### src/rtl/shift_engine.sv
// Multi-mode shift engine: HOLD/LOAD/LEFT/RIGHT/ASR (+ROL/ROR when SHIFT_ENGINE_ROTATE_EN is defined), one bit per clock.
// Latency: an N-step shift takes N edges (the first on the accept edge); LOAD/HOLD take 1 edge; done pulses the cycle after the last edge.
// Backpressure: cmd_ready = !busy; commands presented while busy are ignored and must be held upstream.
module shift_engine #(
    parameter  int WIDTH = 8,
    localparam int CNT_W = $clog2(WIDTH + 1)
) (
    input  logic             clk,
    input  logic             nrst,
    input  logic             cmd_valid,
    output logic             cmd_ready,
    input  logic [2:0]       mode_i,
    input  logic [CNT_W-1:0] amount_i,
    input  logic [WIDTH-1:0] par_i,
    input  logic             D,
    output logic [WIDTH-1:0] P,
    output logic             ser_o,
    output logic             busy,
    output logic             done
);

    localparam logic [2:0] MODE_LOAD = 3'b001;
    localparam logic [2:0] MODE_LEFT = 3'b010;
    localparam logic [2:0] MODE_RGHT = 3'b011;
    localparam logic [2:0] MODE_ASR  = 3'b100;
`ifdef SHIFT_ENGINE_ROTATE_EN
    localparam logic [2:0] MODE_ROL  = 3'b110;
    localparam logic [2:0] MODE_ROR  = 3'b111;
`endif

    typedef enum logic {
        S_IDLE  = 1'b0,
        S_SHIFT = 1'b1
    } state_t;

    state_t           state;
    logic [2:0]       mode_q;
    logic [CNT_W-1:0] remaining;
    logic [CNT_W-1:0] eff_amt;
    logic [2:0]       cur_mode;
    logic             cur_is_shift;
    logic [WIDTH-1:0] step_p;
    logic             step_ser;
    logic             accept;

    // busy comes straight from the state register, so cmd_ready never depends on cmd_valid
    assign busy      = (state == S_SHIFT);
    assign cmd_ready = ~busy;
    assign accept    = cmd_valid & cmd_ready;

    // amounts beyond the register width saturate at WIDTH
    assign eff_amt  = (amount_i > CNT_W'(WIDTH)) ? CNT_W'(WIDTH) : amount_i;

    // the accept edge steps with the live mode; later edges use the captured mode
    assign cur_mode = busy ? mode_q : mode_i;

    // next register value and shifted-out bit for one step of the current mode
    always_comb begin
        step_p       = P;
        step_ser     = ser_o;
        cur_is_shift = 1'b1;
        case (cur_mode)
            MODE_LEFT: begin
                step_p   = {P[WIDTH-2:0], D};
                step_ser = P[WIDTH-1];
            end
            MODE_RGHT: begin
                step_p   = {D, P[WIDTH-1:1]};
                step_ser = P[0];
            end
            MODE_ASR: begin
                step_p   = {P[WIDTH-1], P[WIDTH-1:1]};
                step_ser = P[0];
            end
`ifdef SHIFT_ENGINE_ROTATE_EN
            MODE_ROL: begin
                step_p   = {P[WIDTH-2:0], P[WIDTH-1]};
                step_ser = P[WIDTH-1];
            end
            MODE_ROR: begin
                step_p   = {P[0], P[WIDTH-1:1]};
                step_ser = P[0];
            end
`endif
            default: cur_is_shift = 1'b0;
        endcase
    end

    // command acceptance, step sequencing and the registered done pulse
    always_ff @(posedge clk or negedge nrst) begin
        if (!nrst) begin
            state     <= S_IDLE;
            P         <= '0;
            ser_o     <= 1'b0;
            done      <= 1'b0;
            remaining <= '0;
            mode_q    <= 3'b000;
        end else begin
            done <= 1'b0;
            case (state)
                S_IDLE: begin
                    if (accept) begin
                        mode_q <= mode_i;
                        if (mode_i == MODE_LOAD) begin
                            P    <= par_i;
                            done <= 1'b1;
                        end else if (!cur_is_shift || (eff_amt == '0)) begin
                            done <= 1'b1;
                        end else begin
                            P     <= step_p;
                            ser_o <= step_ser;
                            if (eff_amt == CNT_W'(1)) begin
                                done <= 1'b1;
                            end else begin
                                state     <= S_SHIFT;
                                remaining <= eff_amt - CNT_W'(1);
                            end
                        end
                    end
                end
                S_SHIFT: begin
                    P         <= step_p;
                    ser_o     <= step_ser;
                    remaining <= remaining - CNT_W'(1);
                    if (remaining == CNT_W'(1)) begin
                        state <= S_IDLE;
                        done  <= 1'b1;
                    end
                end
                default: state <= S_IDLE;
            endcase
        end
    end

endmodule

### config.mk
export PLATFORM = sky130hd
export DESIGN_NAME = shift_engine
export DESIGN_NICKNAME = d
export VERILOG_FILES = /design/src/rtl/shift_engine.sv
export SDC_FILE = /design/constraint.sdc
export NUM_CORES = 1
export LEC_CHECK = 0
export ABC_AREA = 1
export CAP_MARGIN = 20
export CORE_MARGIN = 2
export CORE_UTILIZATION = 50
export DETAILED_ROUTE_END_ITERATION = 6
export GPL_TIMING_DRIVEN = 0
export PLACE_DENSITY = 0.91
export SETUP_SLACK_MARGIN = 0.1
export SLEW_MARGIN = 30
export SYNTH_ARGS = -nofsm -noshare
export SYNTH_HDL_FRONTEND = slang
export SYNTH_SLANG_ARGS = --single-unit
export TNS_END_PERCENT = 5
### constraint.sdc
create_clock -name clk -period 1.6 [get_ports clk]
set_input_delay 0.32 -clock clk [delete_from_list [all_inputs] [get_ports clk]]
set_output_delay 0.32 -clock clk [all_outputs]
set_load 0.01 [all_outputs]
==> run summary <==
Clk slew on worst S/H paths: 110 ps
Ys Warns: 0
Rows: 19
CP endpoint kind: register
Number of iterations in the first detailed-routing pass: 5
Antenna Nets Post-Route: 0
Synth area leader: dfrtp_1
Critical Path RT: 1860 ps
Worst min path class: reg -> reg
Die Width: 57.11 um
WL final: 3859 um
Critical path fanouts, max: 8
Number of DRC markers in iteration 0: 83
Initial antenna violation count: 0
Crit-path slowest cell: dfrtp_2
Max Cap Viol: 0
GR Overflow Total: 0
Worst clock skew: 2.248 ps
Setup_tns: -71.51 ps
Wirelength per Cell: 13.40 um
Hold Fails Final Rpt: 0
Worst path cell trace: inv_4, buf_8, nand2_1, nand2_2, nand3_4, nand2_4, nand2_4, a21oi_4, nand3_1, nand2_1
Final-layout fill cell count: 214
Slew at the pin closest to its max-slew limit: 859.7 ps
Share of post-route cells with drive strength above 1: 16.73%
# setup viols final: 4
DRC viols: 0
Failing checks: negative setup slack
Post-synth cell types: 22
Power Density: 1562 nW/um^2
Fin worst setup slack: -29.83 ps
Placed Area: 1750 um^2
Routability cong.: 0.8751
CTS Sinks: 18
Sw frac: 49.85%
Slew Limit Fails: 0
Layout Nets: 281
WP data arrival: 1890 ps
Avg Cell Area, Syn: 6.498 um^2
Initial core utilization: 52.03%
Global Route Usage Sum: 22.48%
Worst relative slew slack: 42.51%
Synthesis-stage register bit count: 18
Clk_lat worst skew: 310 ps
Post-Syn Area: 1410 um^2
DP HPWL: 2472 um
Top cell type's share of synthesized area: 31.94%
Crit path largest cell delay: 440 ps
Tcrit/Tclk final: 101.9%
P&R area growth vs syn: 36.29%
Crit Path Class: reg -> reg
Worst vdd rail ir drop: 0.9373 mV
Vias: 1554
RSZ-0062 raised after global routing: true
Post-synthesis sequential area ratio: 31.94%
Final min period: 1630 ps
Outcome: complete, but fails checks
Total core area: 2710 um^2
Net Sw Power: 0.001497 W
CTS buffer count: 3
Num ports: 31
DR vias/cell: 5.396
Pwr Total: 0.003003 W
CTS tree: built
Root Driver: clkbuf_4
Seq pwr share: 28.3%
Clk buf depth: 2
Fmax: 613.6 MHz
Internal: 0.001506 W
Combinational group share of total power: 63.3%
Leakage power: 1.042 nW
Largest net degree at the start of global routing: 19
Clk pwr share: 8.4%
Vias in the first global route: 1419
Post-synthesis cell count: 217
Startpoint Class: register
Die H: 57.11 um
Post-Place Setup Slack: -507.5 ps
Antenna diode count: 0
First-pass GRT wire length: 5830 um
Final design area excluding fillers: 1922 um^2
Ranking of synthesized cells by area: dfrtp_1, nand2_1, nand3_1, inv_1, nor2_1
CTS HTree Levels: 1
I/O Buffers: 30
Die area: 3261 um^2
Syn nets: 240
[routing by layer]
metal | GRT usage (%) | vias to the layer above | share of wire (%)
met5 | 0 | - | 0
met4 | 11.63 | 0 | 4.3
met3 | 2.268 | 19 | 9.1
met2 | 37.11 | 91 | 46
met1 | 29.21 | 687 | 41
li1 | - | 757 | -
[critical path, delay by kind of cell (launching register included)]
kind	cells	cell delay, ps
buffers and inverters	2	200
flip-flops	1	440
AND/OR/NAND/NOR	7	630
AO/OA/AOI/OAI	1	280
[flip-flops by register name, summed over array words and instances, names as in the netlist]
| name | flops |
|---|---|
| P | 8 |
| remaining | 4 |
| mode_q | 3 |
| busy | 1 |
| done | 1 |
| ser_o | 1 |
[power groups by stage]
stage | Combinational, W | Sequential, W | Clock [W]
floorplan | 0.00111 | 0.000871 | 0
global placement | 0.00164 | 0.000854 | 0
detailed placement | 0.00169 | 0.000864 | 0
CTS | 0.00167 | 0.000836 | 0.000250
global route | 0.00209 | 0.000875 | 0.000267
finish | 0.00190 | 0.000849 | 0.000252
[path summary, 6_finish.rpt]
path / start / end / slack [ps] / cells after the start
setup / recovery: busy$_DFF_PN0_ / P[3]$_DFFE_PN0P_ / -30 / 10
hold / removal: remaining[1]$_DFFE_PN0P_ / remaining[1]$_DFFE_PN0P_ / 480 / 2
setup reg to reg: busy$_DFF_PN0_ / P[3]$_DFFE_PN0P_ / -30 / 10
hold reg to reg: remaining[1]$_DFFE_PN0P_ / remaining[1]$_DFFE_PN0P_ / 480 / 2
max in group asynchronous: nrst / busy$_DFF_PN0_ / 530 / 1
min in group asynchronous: nrst / remaining[0]$_DFFE_PN0P_ / 490 / 1
[metrics by stage]
step                      cells  hold slack (ps)  utilization [%]
after floorplan             217            24.41                -
final                       288            484.3            70.91
after detailed placement    278            458.9            64.59
after global placement      278            457.9            64.59
after global routing        288            530.0            70.91
after CTS                   284            483.3            66.34
[Yosys cell counts, drive strengths merged]
library cell  number
o21ai              8
inv               36
ha                 4
nand3             36
clkbuf             1
nand2             80
a2bb2oi            1
dfrtp             18
buf                2
nor2              20
xor2               2
a21oi              4
nand4              4
mux2i              1
[cell usage in the layout, fill, tap and decap left out, drive strengths merged]
cell type      instances
dfrtp                 18
clkbuf                 5
mux2i                  1
a21oi                  4
buf                    8
dlymetal6s2s           1
dlygate4sd2           14
ha                     4
xor2                   2
clkdlybuf4s50         15
inv                   36
nand4                  4
nor2                  20
nand2                 80
o21ai                  8
a2bb2oi                1
nand3                 36
[logic make-up (layout without fill, tap and decap cells)]
logic type      Yosys count  in the layout  synth area share [%]
flops                    18             18                 31.94
compound gates           13             13                 5.678
mux                       1              1                0.7099
buf+inv                  39             79                 11.45
xor+xnor                  2              2                 1.242
fa+ha+maj                 4              4                 3.549
simple gates            140            140                 45.43
[layout make-up]
type | count | area, um^2 | area share [%]
buffer | 3 | 37.54 | 1.953
clock buffer | 4 | 26.28 | 1.367
inverter | 36 | 137.6 | 7.161
multi-input combinational | 160 | 895.9 | 46.61
sequential | 18 | 451.7 | 23.50
tap | 31 | 38.79 | 2.018
timing repair buffer | 36 | 334.1 | 17.38
[repair_timing]
item,CTS,global route
setup buffers,2,4
hold buffers,0,0
cloned,0,0
resized for setup,21,24
pin swaps,5,6
endpoints found under the setup margin,27,17
Note: power is estimated with default switching activity, not from simulation.
